$ cat config.mk
export PLATFORM = sky130hd
export DESIGN_NAME = pipeline_hazard_ctrl_flat
export DESIGN_NICKNAME = d
export VERILOG_FILES = /design/src/rtl/pipeline_hazard_ctrl_pkg.sv /design/src/rtl/pipeline_hazard_ctrl_if.sv /design/src/rtl/pipeline_hazard_ctrl_hazard_detect_unit.sv /design/src/rtl/pipeline_hazard_ctrl.sv /design/src/flat_wrapper.sv
export SDC_FILE = /design/constraint.sdc
export NUM_CORES = 1
export LEC_CHECK = 0
export ABC_CLOCK_PERIOD_IN_PS = 2300
export CORE_AREA = 2 2 50 52
export DETAILED_ROUTE_END_ITERATION = 8
export DIE_AREA = 0 0 52 54
export PLACE_DENSITY = 0.72
export SYNTH_ARGS = -nofsm -noshare
export SYNTH_HDL_FRONTEND = slang
export SYNTH_SLANG_ARGS = --single-unit
$ cat constraint.sdc
create_clock -name Clock -period 2.3 [get_ports Clock]
set_input_delay 0.46 -clock Clock [delete_from_list [all_inputs] [get_ports Clock]]
set_output_delay 0.46 -clock Clock [all_outputs]
set_load 0.1 [all_outputs]
$ cat src/rtl/pipeline_hazard_ctrl_pkg.sv
// Shared state encodings, wait-limit default and hazard-priority ordering for the pipeline hazard controller.
package pipeline_hazard_ctrl_pkg;

  typedef enum logic [1:0] {
    ST_RUN      = 2'd0,
    ST_MEM_WAIT = 2'd1,
    ST_ERR      = 2'd2
  } state_e;

  localparam int unsigned MEM_WAIT_MAX_DEFAULT = 15;
  localparam int unsigned WAIT_CNT_BITS        = 8;

  // Resolved action for one cycle. HZ_MEM doubles as "freeze everything".
  typedef enum logic [1:0] {
    HZ_NONE   = 2'd0,
    HZ_LU     = 2'd1,
    HZ_BRANCH = 2'd2,
    HZ_MEM    = 2'd3
  } hazard_e;

  function automatic hazard_e resolve_hazard(input logic mem_stall, input logic branch, input logic lu);
    if (mem_stall)   return HZ_MEM;
    else if (branch) return HZ_BRANCH;
    else if (lu)     return HZ_LU;
    else             return HZ_NONE;
  endfunction

endpackage

$ cat src/rtl/pipeline_hazard_ctrl_if.sv
// Hazard inputs from the datapath and enable/flush outputs back to the pipeline register groups.
interface pipeline_hazard_ctrl_if #(parameter int unsigned RegAddrBits = 5);
  logic                   Tick;
  logic [RegAddrBits-1:0] ID_Rs1;
  logic [RegAddrBits-1:0] ID_Rs2;
  logic                   ID_UsesRs1;
  logic                   ID_UsesRs2;
  logic                   EX_MemRead;
  logic [RegAddrBits-1:0] EX_Rd;
  logic                   EX_BranchTaken;
  logic                   MEM_Req;
  logic                   MEM_Ready;
  logic                   PC_En;
  logic                   IFID_En;
  logic                   IDEX_En;
  logic                   EXMEM_En;
  logic                   MEMWB_En;
  logic                   IFID_Flush;
  logic                   IDEX_Flush;
  logic                   EXMEM_Flush;
  logic                   MemTimeout;
  logic [1:0]             State;

  modport master (
    output Tick, ID_Rs1, ID_Rs2, ID_UsesRs1, ID_UsesRs2, EX_MemRead, EX_Rd,
           EX_BranchTaken, MEM_Req, MEM_Ready,
    input  PC_En, IFID_En, IDEX_En, EXMEM_En, MEMWB_En,
           IFID_Flush, IDEX_Flush, EXMEM_Flush, MemTimeout, State
  );

  modport slave (
    input  Tick, ID_Rs1, ID_Rs2, ID_UsesRs1, ID_UsesRs2, EX_MemRead, EX_Rd,
           EX_BranchTaken, MEM_Req, MEM_Ready,
    output PC_En, IFID_En, IDEX_En, EXMEM_En, MEMWB_En,
           IFID_Flush, IDEX_Flush, EXMEM_Flush, MemTimeout, State
  );
endinterface

$ cat src/rtl/pipeline_hazard_ctrl_hazard_detect_unit.sv
// Combinational load-use comparator: flags an ID source that matches the non-zero destination of a load in EX.
module hazard_detect_unit #(
  parameter int unsigned RegAddrBits = 5
) (
  input  logic [RegAddrBits-1:0] id_rs1_i,
  input  logic [RegAddrBits-1:0] id_rs2_i,
  input  logic                   id_uses_rs1_i,
  input  logic                   id_uses_rs2_i,
  input  logic                   ex_mem_read_i,
  input  logic [RegAddrBits-1:0] ex_rd_i,
  output logic                   load_use_o
);
  assign load_use_o = ex_mem_read_i & (ex_rd_i != '0) &
                      ((id_uses_rs1_i & (id_rs1_i == ex_rd_i)) |
                       (id_uses_rs2_i & (id_rs2_i == ex_rd_i)));
endmodule

$ cat src/rtl/pipeline_hazard_ctrl.sv
// Pipeline enable/flush sequencer: zero-cycle combinational stalls, one-cycle state update, sticky memory timeout.
// HAZARD_PERF_CNT_EN adds saturating load-use, memory-stall and branch-flush counters.
module pipeline_hazard_ctrl
  import pipeline_hazard_ctrl_pkg::*;
#(
  parameter int unsigned RegAddrBits = 5,
  parameter int unsigned MemWaitMax  = MEM_WAIT_MAX_DEFAULT
`ifdef HAZARD_PERF_CNT_EN
  , parameter int unsigned CntBits   = 16
`endif
) (
  input  logic                 Clock,
  input  logic                 Reset,
  pipeline_hazard_ctrl_if.slave hz
`ifdef HAZARD_PERF_CNT_EN
  , output logic [CntBits-1:0] LuStallCnt
  , output logic [CntBits-1:0] MemStallCnt
  , output logic [CntBits-1:0] FlushCnt
`endif
);

  localparam logic [WAIT_CNT_BITS-1:0] WAIT_LAST = WAIT_CNT_BITS'(MemWaitMax - 1);

  state_e                   state_q, state_d;
  logic [WAIT_CNT_BITS-1:0] wait_cnt_q, wait_cnt_d;
  logic                     timeout_q, timeout_d;
  logic                     load_use;
  logic                     mem_stall;
  hazard_e                  act;
  logic [4:0]               en;  // {PC, IFID, IDEX, EXMEM, MEMWB}
  logic [2:0]               fl;  // {IFID, IDEX, EXMEM}

  hazard_detect_unit #(.RegAddrBits(RegAddrBits)) u_hdu (
    .id_rs1_i      (hz.ID_Rs1),
    .id_rs2_i      (hz.ID_Rs2),
    .id_uses_rs1_i (hz.ID_UsesRs1),
    .id_uses_rs2_i (hz.ID_UsesRs2),
    .ex_mem_read_i (hz.EX_MemRead),
    .ex_rd_i       (hz.EX_Rd),
    .load_use_o    (load_use)
  );

  assign mem_stall = hz.MEM_Req & ~hz.MEM_Ready;

  always_comb begin
    state_d    = state_q;
    wait_cnt_d = wait_cnt_q;
    timeout_d  = timeout_q;
    act        = HZ_MEM;
    case (state_q)
      ST_RUN: begin
        act = resolve_hazard(mem_stall, hz.EX_BranchTaken, load_use);
        if (act == HZ_MEM) begin
          state_d    = ST_MEM_WAIT;
          wait_cnt_d = WAIT_CNT_BITS'(1);
          if (WAIT_LAST == '0) begin
            state_d   = ST_ERR;
            timeout_d = 1'b1;
          end
        end
      end
      ST_MEM_WAIT: begin
        if (hz.MEM_Ready) begin
          // Frozen stages re-present on release, so branch/LU are judged again here.
          act        = resolve_hazard(1'b0, hz.EX_BranchTaken, load_use);
          state_d    = ST_RUN;
          wait_cnt_d = '0;
        end else begin
          wait_cnt_d = wait_cnt_q + WAIT_CNT_BITS'(1);
          if (wait_cnt_q >= WAIT_LAST) begin
            state_d   = ST_ERR;
            timeout_d = 1'b1;
          end
        end
      end
      ST_ERR: ;
      default: state_d = ST_ERR;
    endcase
  end

  always_comb begin
    en = '0;
    fl = '0;
    if (!Reset) begin
      fl = 3'b111;
    end else if (hz.Tick) begin
      case (act)
        HZ_MEM:    en = 5'b00000;
        HZ_BRANCH: begin en = 5'b11111; fl = 3'b110; end
        HZ_LU:     begin en = 5'b00111; fl = 3'b010; end
        default:   en = 5'b11111;
      endcase
    end
  end

  assign {hz.PC_En, hz.IFID_En, hz.IDEX_En, hz.EXMEM_En, hz.MEMWB_En} = en;
  assign {hz.IFID_Flush, hz.IDEX_Flush, hz.EXMEM_Flush}               = fl;
  assign hz.MemTimeout = timeout_q;
  assign hz.State      = state_q;

  always_ff @(posedge Clock) begin
    if (!Reset) begin
      state_q    <= ST_RUN;
      wait_cnt_q <= '0;
      timeout_q  <= 1'b0;
    end else if (hz.Tick) begin
      state_q    <= state_d;
      wait_cnt_q <= wait_cnt_d;
      timeout_q  <= timeout_d;
    end
  end

`ifdef HAZARD_PERF_CNT_EN
  logic [CntBits-1:0] lu_cnt_q, mem_cnt_q, fl_cnt_q;
  logic               live, lu_ev, mem_ev, br_ev;

  assign live   = Reset & hz.Tick & ((state_q == ST_RUN) | (state_q == ST_MEM_WAIT));
  assign lu_ev  = live & (act == HZ_LU);
  assign mem_ev = live & (act == HZ_MEM);
  assign br_ev  = live & (act == HZ_BRANCH);

  always_ff @(posedge Clock) begin
    if (!Reset) begin
      lu_cnt_q  <= '0;
      mem_cnt_q <= '0;
      fl_cnt_q  <= '0;
    end else begin
      if (lu_ev  && !(&lu_cnt_q))  lu_cnt_q  <= lu_cnt_q  + CntBits'(1);
      if (mem_ev && !(&mem_cnt_q)) mem_cnt_q <= mem_cnt_q + CntBits'(1);
      if (br_ev  && !(&fl_cnt_q))  fl_cnt_q  <= fl_cnt_q  + CntBits'(1);
    end
  end

  assign LuStallCnt  = lu_cnt_q;
  assign MemStallCnt = mem_cnt_q;
  assign FlushCnt    = fl_cnt_q;
`endif

endmodule

$ cat src/flat_wrapper.sv
// flat-port wrapper written by rule: the top's interface ports become plain ports
module pipeline_hazard_ctrl_flat import pipeline_hazard_ctrl_pkg::*;
#(
  parameter int unsigned RegAddrBits = 5,
  parameter int unsigned MemWaitMax  = MEM_WAIT_MAX_DEFAULT

)
  (Clock, Reset, hz_Tick, hz_ID_Rs1, hz_ID_Rs2, hz_ID_UsesRs1, hz_ID_UsesRs2, hz_EX_MemRead, hz_EX_Rd, hz_EX_BranchTaken, hz_MEM_Req, hz_MEM_Ready, hz_PC_En, hz_IFID_En, hz_IDEX_En, hz_EXMEM_En, hz_MEMWB_En, hz_IFID_Flush, hz_IDEX_Flush, hz_EXMEM_Flush, hz_MemTimeout, hz_State);
  pipeline_hazard_ctrl_if #(.RegAddrBits(RegAddrBits)) hz_i ();
  input  logic Clock;
  input  logic Reset;
  input wire logic [$bits(hz_i.Tick)-1:0] hz_Tick;
  input wire logic [$bits(hz_i.ID_Rs1)-1:0] hz_ID_Rs1;
  input wire logic [$bits(hz_i.ID_Rs2)-1:0] hz_ID_Rs2;
  input wire logic [$bits(hz_i.ID_UsesRs1)-1:0] hz_ID_UsesRs1;
  input wire logic [$bits(hz_i.ID_UsesRs2)-1:0] hz_ID_UsesRs2;
  input wire logic [$bits(hz_i.EX_MemRead)-1:0] hz_EX_MemRead;
  input wire logic [$bits(hz_i.EX_Rd)-1:0] hz_EX_Rd;
  input wire logic [$bits(hz_i.EX_BranchTaken)-1:0] hz_EX_BranchTaken;
  input wire logic [$bits(hz_i.MEM_Req)-1:0] hz_MEM_Req;
  input wire logic [$bits(hz_i.MEM_Ready)-1:0] hz_MEM_Ready;
  output wire logic [$bits(hz_i.PC_En)-1:0] hz_PC_En;
  output wire logic [$bits(hz_i.IFID_En)-1:0] hz_IFID_En;
  output wire logic [$bits(hz_i.IDEX_En)-1:0] hz_IDEX_En;
  output wire logic [$bits(hz_i.EXMEM_En)-1:0] hz_EXMEM_En;
  output wire logic [$bits(hz_i.MEMWB_En)-1:0] hz_MEMWB_En;
  output wire logic [$bits(hz_i.IFID_Flush)-1:0] hz_IFID_Flush;
  output wire logic [$bits(hz_i.IDEX_Flush)-1:0] hz_IDEX_Flush;
  output wire logic [$bits(hz_i.EXMEM_Flush)-1:0] hz_EXMEM_Flush;
  output wire logic [$bits(hz_i.MemTimeout)-1:0] hz_MemTimeout;
  output wire logic [$bits(hz_i.State)-1:0] hz_State;
  assign hz_i.Tick = hz_Tick;
  assign hz_i.ID_Rs1 = hz_ID_Rs1;
  assign hz_i.ID_Rs2 = hz_ID_Rs2;
  assign hz_i.ID_UsesRs1 = hz_ID_UsesRs1;
  assign hz_i.ID_UsesRs2 = hz_ID_UsesRs2;
  assign hz_i.EX_MemRead = hz_EX_MemRead;
  assign hz_i.EX_Rd = hz_EX_Rd;
  assign hz_i.EX_BranchTaken = hz_EX_BranchTaken;
  assign hz_i.MEM_Req = hz_MEM_Req;
  assign hz_i.MEM_Ready = hz_MEM_Ready;
  assign hz_PC_En = hz_i.PC_En;
  assign hz_IFID_En = hz_i.IFID_En;
  assign hz_IDEX_En = hz_i.IDEX_En;
  assign hz_EXMEM_En = hz_i.EXMEM_En;
  assign hz_MEMWB_En = hz_i.MEMWB_En;
  assign hz_IFID_Flush = hz_i.IFID_Flush;
  assign hz_IDEX_Flush = hz_i.IDEX_Flush;
  assign hz_EXMEM_Flush = hz_i.EXMEM_Flush;
  assign hz_MemTimeout = hz_i.MemTimeout;
  assign hz_State = hz_i.State;
  pipeline_hazard_ctrl #(.RegAddrBits(RegAddrBits), .MemWaitMax(MemWaitMax)) u_core (.Clock(Clock), .Reset(Reset), .hz(hz_i));
endmodule
==> results of run 1 <==
[routing by layer]
metal | track usage (%) | vias to the layer above | wire, um
met5 | 0 | - | 0
met4 | 10.09 | 0 | 57
met3 | 5.833 | 6 | 223
met2 | 33.54 | 36 | 1229
met1 | 20.81 | 423 | 1002
li1 | - | 460 | -
[area by class of cell]
cell class	instances	area share, %
Clock buffer	4	1.801
Inverter	3	0.7719
Multi-Input combinational cell	82	44.43
Sequential cell	11	15.35
Tap cell	30	2.573
Timing Repair Buffer	48	35.08
[Yosys cell counts (2+ instances only)]
master | n | area (um^2)
sky130_fd_sc_hd__ha_1 | 4 | 50.05
sky130_fd_sc_hd__nor2_1 | 15 | 56.30
sky130_fd_sc_hd__o211ai_1 | 2 | 15.01
sky130_fd_sc_hd__a211oi_1 | 2 | 15.01
sky130_fd_sc_hd__a21oi_1 | 6 | 30.03
sky130_fd_sc_hd__nand3_1 | 2 | 10.01
sky130_fd_sc_hd__nand4_1 | 2 | 12.51
sky130_fd_sc_hd__o2111ai_1 | 2 | 17.52
sky130_fd_sc_hd__dfxtp_1 | 11 | 220.2
sky130_fd_sc_hd__or3_1 | 3 | 18.77
sky130_fd_sc_hd__and3_1 | 2 | 12.51
sky130_fd_sc_hd__o21ai_0 | 6 | 30.03
sky130_fd_sc_hd__inv_1 | 3 | 11.26
sky130_fd_sc_hd__nand2_1 | 7 | 26.28
sky130_fd_sc_hd__xnor2_1 | 10 | 87.58
sky130_fd_sc_hd__or4_1 | 2 | 15.01
sky130_fd_sc_hd__xor2_1 | 3 | 26.28
sky130_fd_sc_hd__buf_4 | 3 | 22.52
[worst reg2reg max path, stage by stage, from the launching register on]
cell and delay (ps):
sky130_fd_sc_hd__dfxtp_1 310, sky130_fd_sc_hd__buf_4 170, sky130_fd_sc_hd__nor2b_4 160, sky130_fd_sc_hd__o21ai_2 120
sky130_fd_sc_hd__or4_1 510, sky130_fd_sc_hd__a21oi_1 150
[sequential cells by signal, indices dropped and copies added (netlist names)]
name and count:
u_core.hz.MemTimeout 1, u_core.hz.State 2, u_core.wait_cnt_q 8
[final timing paths]
path / start / end
max: hz_EX_Rd[3] / hz_IDEX_Flush
min: u_core.hz.MemTimeout / u_core.hz.MemTimeout
max reg2reg: u_core.hz.State[1] / u_core.wait_cnt_q[7]
min reg2reg: u_core.hz.MemTimeout / u_core.hz.MemTimeout
[what timing repair did]
item / CTS / global route
gates resized for setup: 37 / 2
hold buffers: 0 / 0
endpoints found under the setup margin: 7 / 7
pin swaps: 19 / 9
setup buffers: 0 / 2
[cell families (layout without fill, tap and decap cells)]
family / after synthesis / after routing
simple gates: 41 / 41
flops: 11 / 11
xor+xnor: 13 / 13
fa+ha+maj: 4 / 4
compound gates: 24 / 24
buf+inv: 7 / 55
[where the power goes]
| group | total (mW) | switching, mW | internal [mW] |
|---|---|---|---|
| registers | 0.196 | 0.00365 | 0.192 |
| clock network | 0.135 | 0.0676 | 0.0673 |
| logic | 0.253 | 0.139 | 0.113 |
==> summary.txt, run 1 <==
Status
  • Result of the run: complete, but fails checks
  • Failing checks: setup timing

Synth
  • Synth Area in XOR/XNOR: 14.20%
  • Total nets after synthesis: 128
  • Top_reg_cell synth: sky130_fd_sc_hd__dfxtp_1
  • Count of different cell masters after synthesis: 33
  • Per-instance average area after synthesis: 8.020 um^2
  • Mux cell area share after synthesis: 0%
  • Register bit count reported by yosys: 11
  • Post-synthesis sequential area ratio: 27.46%
  • Number of instances in the synthesized netlist: 100
  • Post-Synthesis Cell Area: 802.0 um^2
  • Main combinational cell family by area after synthesis: simple AND/OR/NAND/NOR gates
  • Share of flip-flops with an asynchronous set or reset: 0%
  • Yosys warning count: 0
  • Count of flip-flops with a built-in enable after synthesis: 0
  • Area fraction in compound gates after synthesis: 20.12%
  • Simple-gate area share of the yosys netlist: 27.30%
  • Adder-Cell Fraction of Synth Area: 6.240%

Setup path
  • Critical path's top delay family: simple AND/OR/NAND/NOR gates
  • Maximum net fanout on the critical path: 3
  • Arr. time, crit path: 2180 ps
  • Count of buffering cells on the critical path with inverters included: 2
  • Required time worst endpoint: 1840 ps
  • Element type at the critical path end: primary output
  • Kind of critical path: input port to primary output
  • Path depth of the worst reg2reg path: 5
  • Master of the slowest instance on the critical path: sky130_fd_sc_hd__or4_4
  • Critical Path Start Type: input port
  • Logic depth of the worst setup path including buffers: 8
  • Crit-path cells: buf_6 > or4_4 > nor2_4 > nor3b_4 > a211oi_2 > ha_1 > o21ai_4 > buf_12
  • Register-to-register path setup slack: 820 ps
  • CP peak stage delay: 540 ps

Floorplan
  • Placement Rows: 18
  • Core footprint: 0.002320 mm^2
  • Number of top-level pins: 35
  • Overall die width: 52 um
  • Chip height: 54 um
  • Full die area: 0.002808 mm^2
  • Initial Utilization: 34.57%

Routing
  • DR DRC count: 0
  • Router iterations before antenna repair: 4
  • Routed length per placed instance: 14.12 um
  • First-iteration detailed-routing DRC count: 17
  • Number of nets still failing antenna checks after routing: 0
  • Vias per std cell: 5.197
  • Overall via count from detail_route: 925
  • Sum of routed wire length over all layers: 2513 um

GRT
  • Antenna violations before repair: 0
  • Overall track demand over capacity in global routing: 19.17%
  • Wire length of the first global-routing pass: 3912 um
  • Number of global-route vias before repair: 938
  • Total global routing overflow: 0
  • Pin count of the biggest net entering global routing: 12

Timing
  • Final setup slack of the worst path: -341.4 ps
  • Unrepaired setup endpoints after global routing: true
  • Hold_ws: 476.8 ps
  • Worst setup skew after layout: 1.462 ps
  • Count of final setup violators: 7
  • Worst-margin pin slew: 385.3 ps
  • Shortest period the worst path allows: 2641 ps
  • Final period util: 114.8%
  • Count of final hold-check violations: 0
  • Relative slew slack: 74.08%
  • Final setup TNS: -2131 ps
  • Maximum clock frequency: 378.6 MHz
  • Final slew viol count: 0

Placement
  • DP Wirelength: 1991 um
  • Post-place setup slack: -834.2 ps
  • Dpl cells: 173
  • Placer's final routability congestion estimate: 0.8141
  • Area post-placement: 0.001380 mm^2
  • Number of I/O port buffers: 34

Min path
  • Hold crit path type: register to register
  • Worst hold path depth: 2

Layout
  • Number of antenna diodes: 0
  • Core occupancy in the finished layout: 62.89%
  • Leading cell types in the layout, fill and taps excluded: sky130_fd_sc_hd__buf_4, sky130_fd_sc_hd__nor2_1, sky130_fd_sc_hd__dlygate4sd2_1
  • Design area: 0.001459 mm^2
  • Multi-input gate area in the final layout: 648.1 um^2
  • Area growth from synthesis to layout: 81.90%
  • Filler cell count: 200
  • Cell Count, Final, Fillers Out: 178
  • Sequential Area: 224.0 um^2
  • Ratio of cells with drive above 1 in the final layout: 32.43%
  • Post-layout net count: 177
  • Most frequent standard cell in the layout excluding fill and tap cells: sky130_fd_sc_hd__buf_4

CTS
  • Maximum clock path buffer count: 2
  • Clock root buffer: sky130_fd_sc_hd__clkbuf_4
  • Insertion delay of the later-clocked pin in the worst-skew pair: 270 ps
  • Clock transition at the registers of the reported paths: 70 ps
  • Clk sink count: 11
  • CTS buffer count: 3
  • CTS H-tree lvls: 1
  • CTS tree: done

Power
  • Peak supply drop: 0.0003578 V
  • Leakage power figure: 0.5762 nW
  • Total power of the final layout: 582.9 uW
  • Power density of the placed cells: 399.6 mW/mm^2

Run
  • Maximum capacitance violations: 0
Note: power is estimated with default switching activity, not from simulation.
==> inputs of run 2 (changes only) <==
--- a/config.mk
+++ b/config.mk
@@ -7,7 +7,7 @@
 export LEC_CHECK = 0
-export ABC_CLOCK_PERIOD_IN_PS = 2300
-export CORE_AREA = 2 2 50 52
+export ABC_CLOCK_PERIOD_IN_PS = 2600
+export CORE_AREA = 2 2 48 50
 export DETAILED_ROUTE_END_ITERATION = 8
-export DIE_AREA = 0 0 52 54
-export PLACE_DENSITY = 0.72
+export DIE_AREA = 0 0 50 52
+export PLACE_DENSITY = 0.75
 export SYNTH_ARGS = -nofsm -noshare
==> constraint.sdc (replaced) <==
create_clock -name Clock -period 2.6 [get_ports Clock]
set_input_delay 0.52 -clock Clock [delete_from_list [all_inputs] [get_ports Clock]]
set_output_delay 0.52 -clock Clock [all_outputs]
set_load 0.02 [all_outputs]
==> run 2 against run 1 <==
The run now ends clean. Sequential power decreased by 12%. Final area decreased by 7.7%. Via count decreased by 0.32%. Core utilization increased by 1.0 points. Global-route usage increased by 0.51 points. Die area decreased by 7.4%. Total power decreased by 25%. First-iteration DRC count increased by 59%. Critical path depth unchanged. Count of clock-buffer cells in the layout unchanged. Critical path type unchanged. Critical endpoint is now hz_IDEX_En. Largest cell class unchanged.
==> summary.txt, run 2 (synthesis results as in run 1) <==
GRT
  • Wire length of the first global-routing pass: 3829 um (-2.1%)
  • Number of global-route vias before repair: 888 (-5.3%)
  • Total global routing overflow: 0 (unchanged)
  • Pin count of the biggest net entering global routing: 11 (-1)
  • Grt met2 use: 35.53% (+2.0 points)
  • Overall track demand over capacity in global routing: 19.68% (+0.51 points)
  • Met1 track demand over resource in global routing: 20.74% (-0.067 points)
  • Layer with the highest usage after global routing: met2
  • Antenna violations before repair: 0 (unchanged)
  • Global-route met3 utilization: 4.885% (-0.95 points)

Timing
  • Final slew viol count: 0 (unchanged)
  • Final period util: 99.76%
  • Hold_ws: 485.3 ps (+8.473 ps)
  • Count of final hold-check violations: 0 (unchanged)
  • Worst setup skew after layout: 1.893 ps (+0.4309 ps)
  • Final setup TNS: 0 ps (+2131 ps)
  • Relative slew slack: 63.93% (-10 points)
  • Unrepaired setup endpoints after global routing: true
  • Worst-margin pin slew: 535.4 ps (+150.1 ps)
  • Count of final setup violators: 0 (-7)
  • Shortest period the worst path allows: 2594 ps
  • Maximum clock frequency: 385.6 MHz

Placement
  • Number of I/O port buffers: 34 (unchanged)
  • Placer's final routability congestion estimate: 0.8707 (+7.0%)
  • DP Wirelength: 1785 um (-10%)

Status
  • Result of the run: complete, no violations

Floorplan
  • Chip height: 52 um (-3.7%)
  • Placement Rows: 17 (-1)
  • Core footprint: 0.002106 mm^2 (-9.2%)
  • Initial Utilization: 38.09% (+3.5 points)
  • Number of top-level pins: 35 (unchanged)
  • Overall die width: 50 um (-3.8%)
  • Full die area: 0.002600 mm^2 (-7.4%)

Layout
  • Largest reg by FF count: u_core.wait_cnt_q
  • Core occupancy in the finished layout: 63.93% (+1.0 points)
  • Area growth from synthesis to layout: 67.86%
  • Number of flip-flops in the largest register: 8 (unchanged)
  • Post-layout net count: 178 (+0.56%)
  • Ratio of cells with drive above 1 in the final layout: 31.54% (-0.89 points)
  • Number of antenna diodes: 0 (unchanged)
  • Leading cell types in the layout, fill and taps excluded: sky130_fd_sc_hd__buf_4, sky130_fd_sc_hd__clkdlybuf4s50_1, sky130_fd_sc_hd__nor2_1, sky130_fd_sc_hd__dfxtp_1, sky130_fd_sc_hd__dlygate4sd2_1
  • Most frequent standard cell in the layout excluding fill and tap cells: sky130_fd_sc_hd__buf_4

Run
  • Maximum capacitance violations: 0 (unchanged)

Setup path
  • Arr. time, crit path: 2070 ps (-110 ps)
  • Required time worst endpoint: 2080 ps (+240 ps)
  • Worst flop-to-flop path startpoint: u_core.hz.State[1]
  • Critical path launch point: hz_EX_Rd[4]
  • Critical Path Start Type: input port
  • Kind of critical path: input port to primary output
  • Element type at the critical path end: primary output
  • Maximum net fanout on the critical path: 3 (unchanged)

CTS
  • Clock transition at the registers of the reported paths: 70 ps (about the same)
  • CTS H-tree lvls: 1 (unchanged)
  • Number of hold buffers added after cts: 0 (unchanged)
  • Clock root buffer: sky130_fd_sc_hd__clkbuf_4
  • Clk sink count: 11 (unchanged)
  • CTS buffer count: 3 (unchanged)
  • Insertion delay of the later-clocked pin in the worst-skew pair: 280 ps (about the same)
  • CTS tree: done
  • Maximum clock path buffer count: 2 (unchanged)

Routing
  • First-iteration detailed-routing DRC count: 27 (+10)
  • Overall via count from detail_route: 922 (-0.32%)
  • Sum of routed wire length over all layers: 2432 um (-3.2%)
  • Vias per std cell: 5.209 (+0.24%)
  • Number of nets still failing antenna checks after routing: 0 (unchanged)
  • Router iterations before antenna repair: 4 (unchanged)
  • DR DRC count: 0 (unchanged)
  • Routed length per placed instance: 13.74 um (-2.7%)

Min path
  • Hold crit path type: register to register
  • Min-Delay Startpoint: u_core.wait_cnt_q[7]

Power
  • Power density of the placed cells: 325.7 mW/mm^2 (-18%)
  • Total power of the final layout: 438.5 uW (-25%)
  • Leakage power figure: 0.5495 nW (-4.6%)
  • Peak supply drop: 0.0003190 V (-11%)
## run 2: changes by cell type in the layout (fill, tap and decap cells not counted), sizes merged
cell,before,now
buf,28,25
clkbuf,4,5
clkdlybuf4s50,8,12
dlygate4sd2,11,9
dlymetal6s2s,0,1
## run 2: repair_timing
item,CTS,global route
pin swaps,19,8
gates cloned,0,0
endpoints found under the setup margin,7,6
gates resized for setup,66,11
buffers inserted,1,0
## run 2: layout make-up
cell class,count,area [um^2]
Inverter,3,11.26
Clock buffer,4,26.28
Sequential cell,11,220.2
Fill cell,183,759.5
Timing Repair Buffer,49,416.7
Tap cell,28,35.03
Multi-Input combinational cell,82,636.9
## run 2: path summary, 6_finish.rpt
check | to | slack, ps | depth (start not counted)
setup / recovery | hz_IDEX_En | 6 | 8
hold / removal | u_core.wait_cnt_q[7] | 490 | 2
setup reg to reg | u_core.wait_cnt_q[7] | 1100 | 5
hold reg to reg | u_core.wait_cnt_q[7] | 490 | 2
## run 2: routing by layer
layer	wire, um	vias to the layer above	share of wire (%)
met4	48	0	2.0
met1	1029	424	42
met3	177	5	7.3
li1	-	456	-
met2	1176	37	48
met5	0	-	0
## run 2: through the flow
stage	setup slack, ps	cells	area, um^2
global placement	-808.3	172	1276
detailed placement	-849.4	172	1276
finish	6.334	177	1346
CTS	-37.90	177	1309
floorplan	-8.397	100	822.0
global route	-35.93	177	1346
## run 2: report_power, final
part / switching (mW) / internal [mW] / total, mW / leakage, nW
logic: 0.0654 / 0.0780 / 0.143 / 0.446
registers: 0.00186 / 0.170 / 0.172 / 0.0888
clock network: 0.0632 / 0.0598 / 0.123 / 0.0150
## run 2: worst max-delay path: stages
cell,delay [ps]
sky130_fd_sc_hd__buf_6,100
sky130_fd_sc_hd__or4_4,530
sky130_fd_sc_hd__nor2_4,100
sky130_fd_sc_hd__nor3b_2,70
sky130_fd_sc_hd__a211o_2,320
sky130_fd_sc_hd__ha_4,170
sky130_fd_sc_hd__nor2_4,120
sky130_fd_sc_hd__buf_6,140
==> patch, RTL diff (settings of run 1) <==
`RegAddrBits` is set to 5 in 4 places; all go to 4.
--- a/src/rtl/pipeline_hazard_ctrl_if.sv
+++ b/src/rtl/pipeline_hazard_ctrl_if.sv
@@ -1,5 +1,5 @@
 // Hazard inputs from the datapath and enable/flush outputs back to the pipeline register groups.
-interface pipeline_hazard_ctrl_if #(parameter int unsigned RegAddrBits = 5);
+interface pipeline_hazard_ctrl_if #(parameter int unsigned RegAddrBits = 4);
   logic                   Tick;
   logic [RegAddrBits-1:0] ID_Rs1;
   logic [RegAddrBits-1:0] ID_Rs2;
--- a/src/rtl/pipeline_hazard_ctrl_hazard_detect_unit.sv
+++ b/src/rtl/pipeline_hazard_ctrl_hazard_detect_unit.sv
@@ -1,6 +1,6 @@
 // Combinational load-use comparator: flags an ID source that matches the non-zero destination of a load in EX.
 module hazard_detect_unit #(
-  parameter int unsigned RegAddrBits = 5
+  parameter int unsigned RegAddrBits = 4
 ) (
   input  logic [RegAddrBits-1:0] id_rs1_i,
   input  logic [RegAddrBits-1:0] id_rs2_i,
--- a/src/rtl/pipeline_hazard_ctrl.sv
+++ b/src/rtl/pipeline_hazard_ctrl.sv
@@ -3,7 +3,7 @@
 module pipeline_hazard_ctrl
   import pipeline_hazard_ctrl_pkg::*;
 #(
-  parameter int unsigned RegAddrBits = 5,
+  parameter int unsigned RegAddrBits = 4,
   parameter int unsigned MemWaitMax  = MEM_WAIT_MAX_DEFAULT
 `ifdef HAZARD_PERF_CNT_EN
   , parameter int unsigned CntBits   = 16
--- a/src/flat_wrapper.sv
+++ b/src/flat_wrapper.sv
@@ -1,7 +1,7 @@
 // flat-port wrapper written by rule: the top's interface ports become plain ports
 module pipeline_hazard_ctrl_flat import pipeline_hazard_ctrl_pkg::*;
 #(
-  parameter int unsigned RegAddrBits = 5,
+  parameter int unsigned RegAddrBits = 4,
   parameter int unsigned MemWaitMax  = MEM_WAIT_MAX_DEFAULT
 
 )
Ports: changed (resized hz_EX_Rd, hz_ID_Rs1 and hz_ID_Rs2); port bits go from 35 to 32. The function was not compared with the original's and may differ.
==> patch against run 1 <==
The run still ends with setup timing left; count of clock-buffer cells in the layout unchanged; area after synthesis grew 1.9%; maximum frequency rose by 13%; design area fell by 3.2%; worst setup slack gained 0.31 ns; combinational power rose by 2%; final cell count fell by 8.4%; core utilization decreased by 2.0 points; power rose by 1.8%; wire length down 14%; synthesized cell count fell by 5.0%; sequential cell count unchanged; clock skew grew 0.0049 ns; critical path type unchanged; critical endpoint unchanged; largest cell class unchanged; largest power group unchanged; highest routed layer unchanged.
==> patch: results (changes against run 1) <==
status:
  status: "finished, violations left"
  violations: "setup timing"
power:
  leakage_nw: 0.567  # -1.6%
  irDropWorstVdd_mv: 0.318  # -11%
grt:
  met3_usage_pct: 3.61  # -2.2 points
  met1_usage_pct: 20.7  # -0.13 points
  grt_pass1_vias: 770  # -18%
  grt_util_met2_pct: 26.6  # -7.0 points
  grt_pass1_wl_mm: 3.45  # -12%
sta:
  timing.final.ws_setup_ns: -0.0336  # +0.308 ns
  fin_worst_skew_ns: 0.00632  # +0.00485 ns
  worst_pin_slew_ns: 0.560  # +0.174 ns
  finalSetupTns_ns: -0.0336  # +2.10 ns
  setup_viol: 1  # -6
yosys:
  ys_seq_area_share_pct: 27.0  # -0.50 points
  syn-num-nets: 120  # -6.3%
  synth_area_leaders: "dfxtp_1, xor2_1, nor2_1"
  ys_types: 36  # +9.1%
  synth_commonest_cells: "nor2_1, dfxtp_1, xor2_1"
place:
  gp_congestion: 0.690  # -15%
  dp_hpwl_mm: 1.66  # -17%
  numPortBuffers: 31  # -8.8%
  placed_cell_area_um2: 1280  # -7.2%
routing:
  drt-pass1-iter-count: 4  # unchanged
  drt_iter0_markers: 12  # -5
  drt-total-wl_mm: 2.16  # -14%
  vias_per_cell: 5.12  # -1.5%
cells_and_area:
  drive_gt1_share_pct: 44.4  # +12 points
  fill_cells: 188  # -6.0%
  nets: 159  # -10%
  design_area_um2: 1410  # -3.2%
clocking:
  numCtsBuffers: 3  # unchanged
  clk_path_buf_depth: 2  # unchanged
  clock-root-buffer: "clkbuf_4"
worst_setup_path:
  rrSetupSlack_ns: 0.80  # -0.02 ns
  worst-endpoint-arrival_ns: 1.87  # -0.31 ns
patch: worst paths after layout:
path,startpoint,to,cells past startpoint
setup / recovery,hz_ID_UsesRs2,hz_IDEX_Flush,6
hold / removal,u_core.hz.MemTimeout,u_core.hz.MemTimeout,2
setup reg to reg,u_core.wait_cnt_q[1],u_core.hz.State[1],5
hold reg to reg,u_core.hz.MemTimeout,u_core.hz.MemTimeout,2
patch: per-layer routing:
metal | up-vias | share of wire, %
met4 | 0 | 4.1
met1 | 395 | 38
met2 | 18 | 55
li1 | 414 | -
met5 | - | 0
met3 | 7 | 2.8
patch: kinds of logic (layout without fill, tap and decap cells):
group	Yosys count	count (layout)	share of synthesized area, %
simple gates	41	41	27.3
buf+inv	8	46	6.43
fa+ha+maj	4	4	6.13
xor+xnor	12	12	12.9
compound gates	19	19	20.4
flops	11	11	27.0
patch: worst max-delay path, cell delays in order:
cell	delay, ns
clkdlybuf4s50_1	0.46
nand4_1	0.16
and3_4	0.24
ha_4	0.22
o21ai_4	0.14
buf_12	0.19
patch: timing repair:
action / 4_1_cts / 5_1_grt
setup endpoints to repair: 7 / 5
setup buffers: 3 / 0
pin swaps: 21 / 7
resized for setup: 68 / 6
patch: through the flow:
step           cells  setup slack [ns]  hold slack [ns]
3_5_place_dp     156            -0.536            0.472
6_report         163           -0.0336            0.485
4_1_cts          163           -0.0230            0.495
3_3_place_gp     156            -0.491            0.461
5_1_grt          163            -0.110            0.521
2_1_floorplan     95            -0.656            0.466
patch: power by group:
group | internal [W] | switching, W
registers | 0.000193 | 0.00000349
clock network | 0.0000674 | 0.0000706
logic | 0.000113 | 0.000145
patch: cell type report:
type / count / area share, %
multi-input combinational: 76 / 46.3
tap: 30 / 2.66
inverter: 3 / 0.797
timing repair buffer: 39 / 32.4
clock buffer: 4 / 1.86
sequential: 11 / 15.9
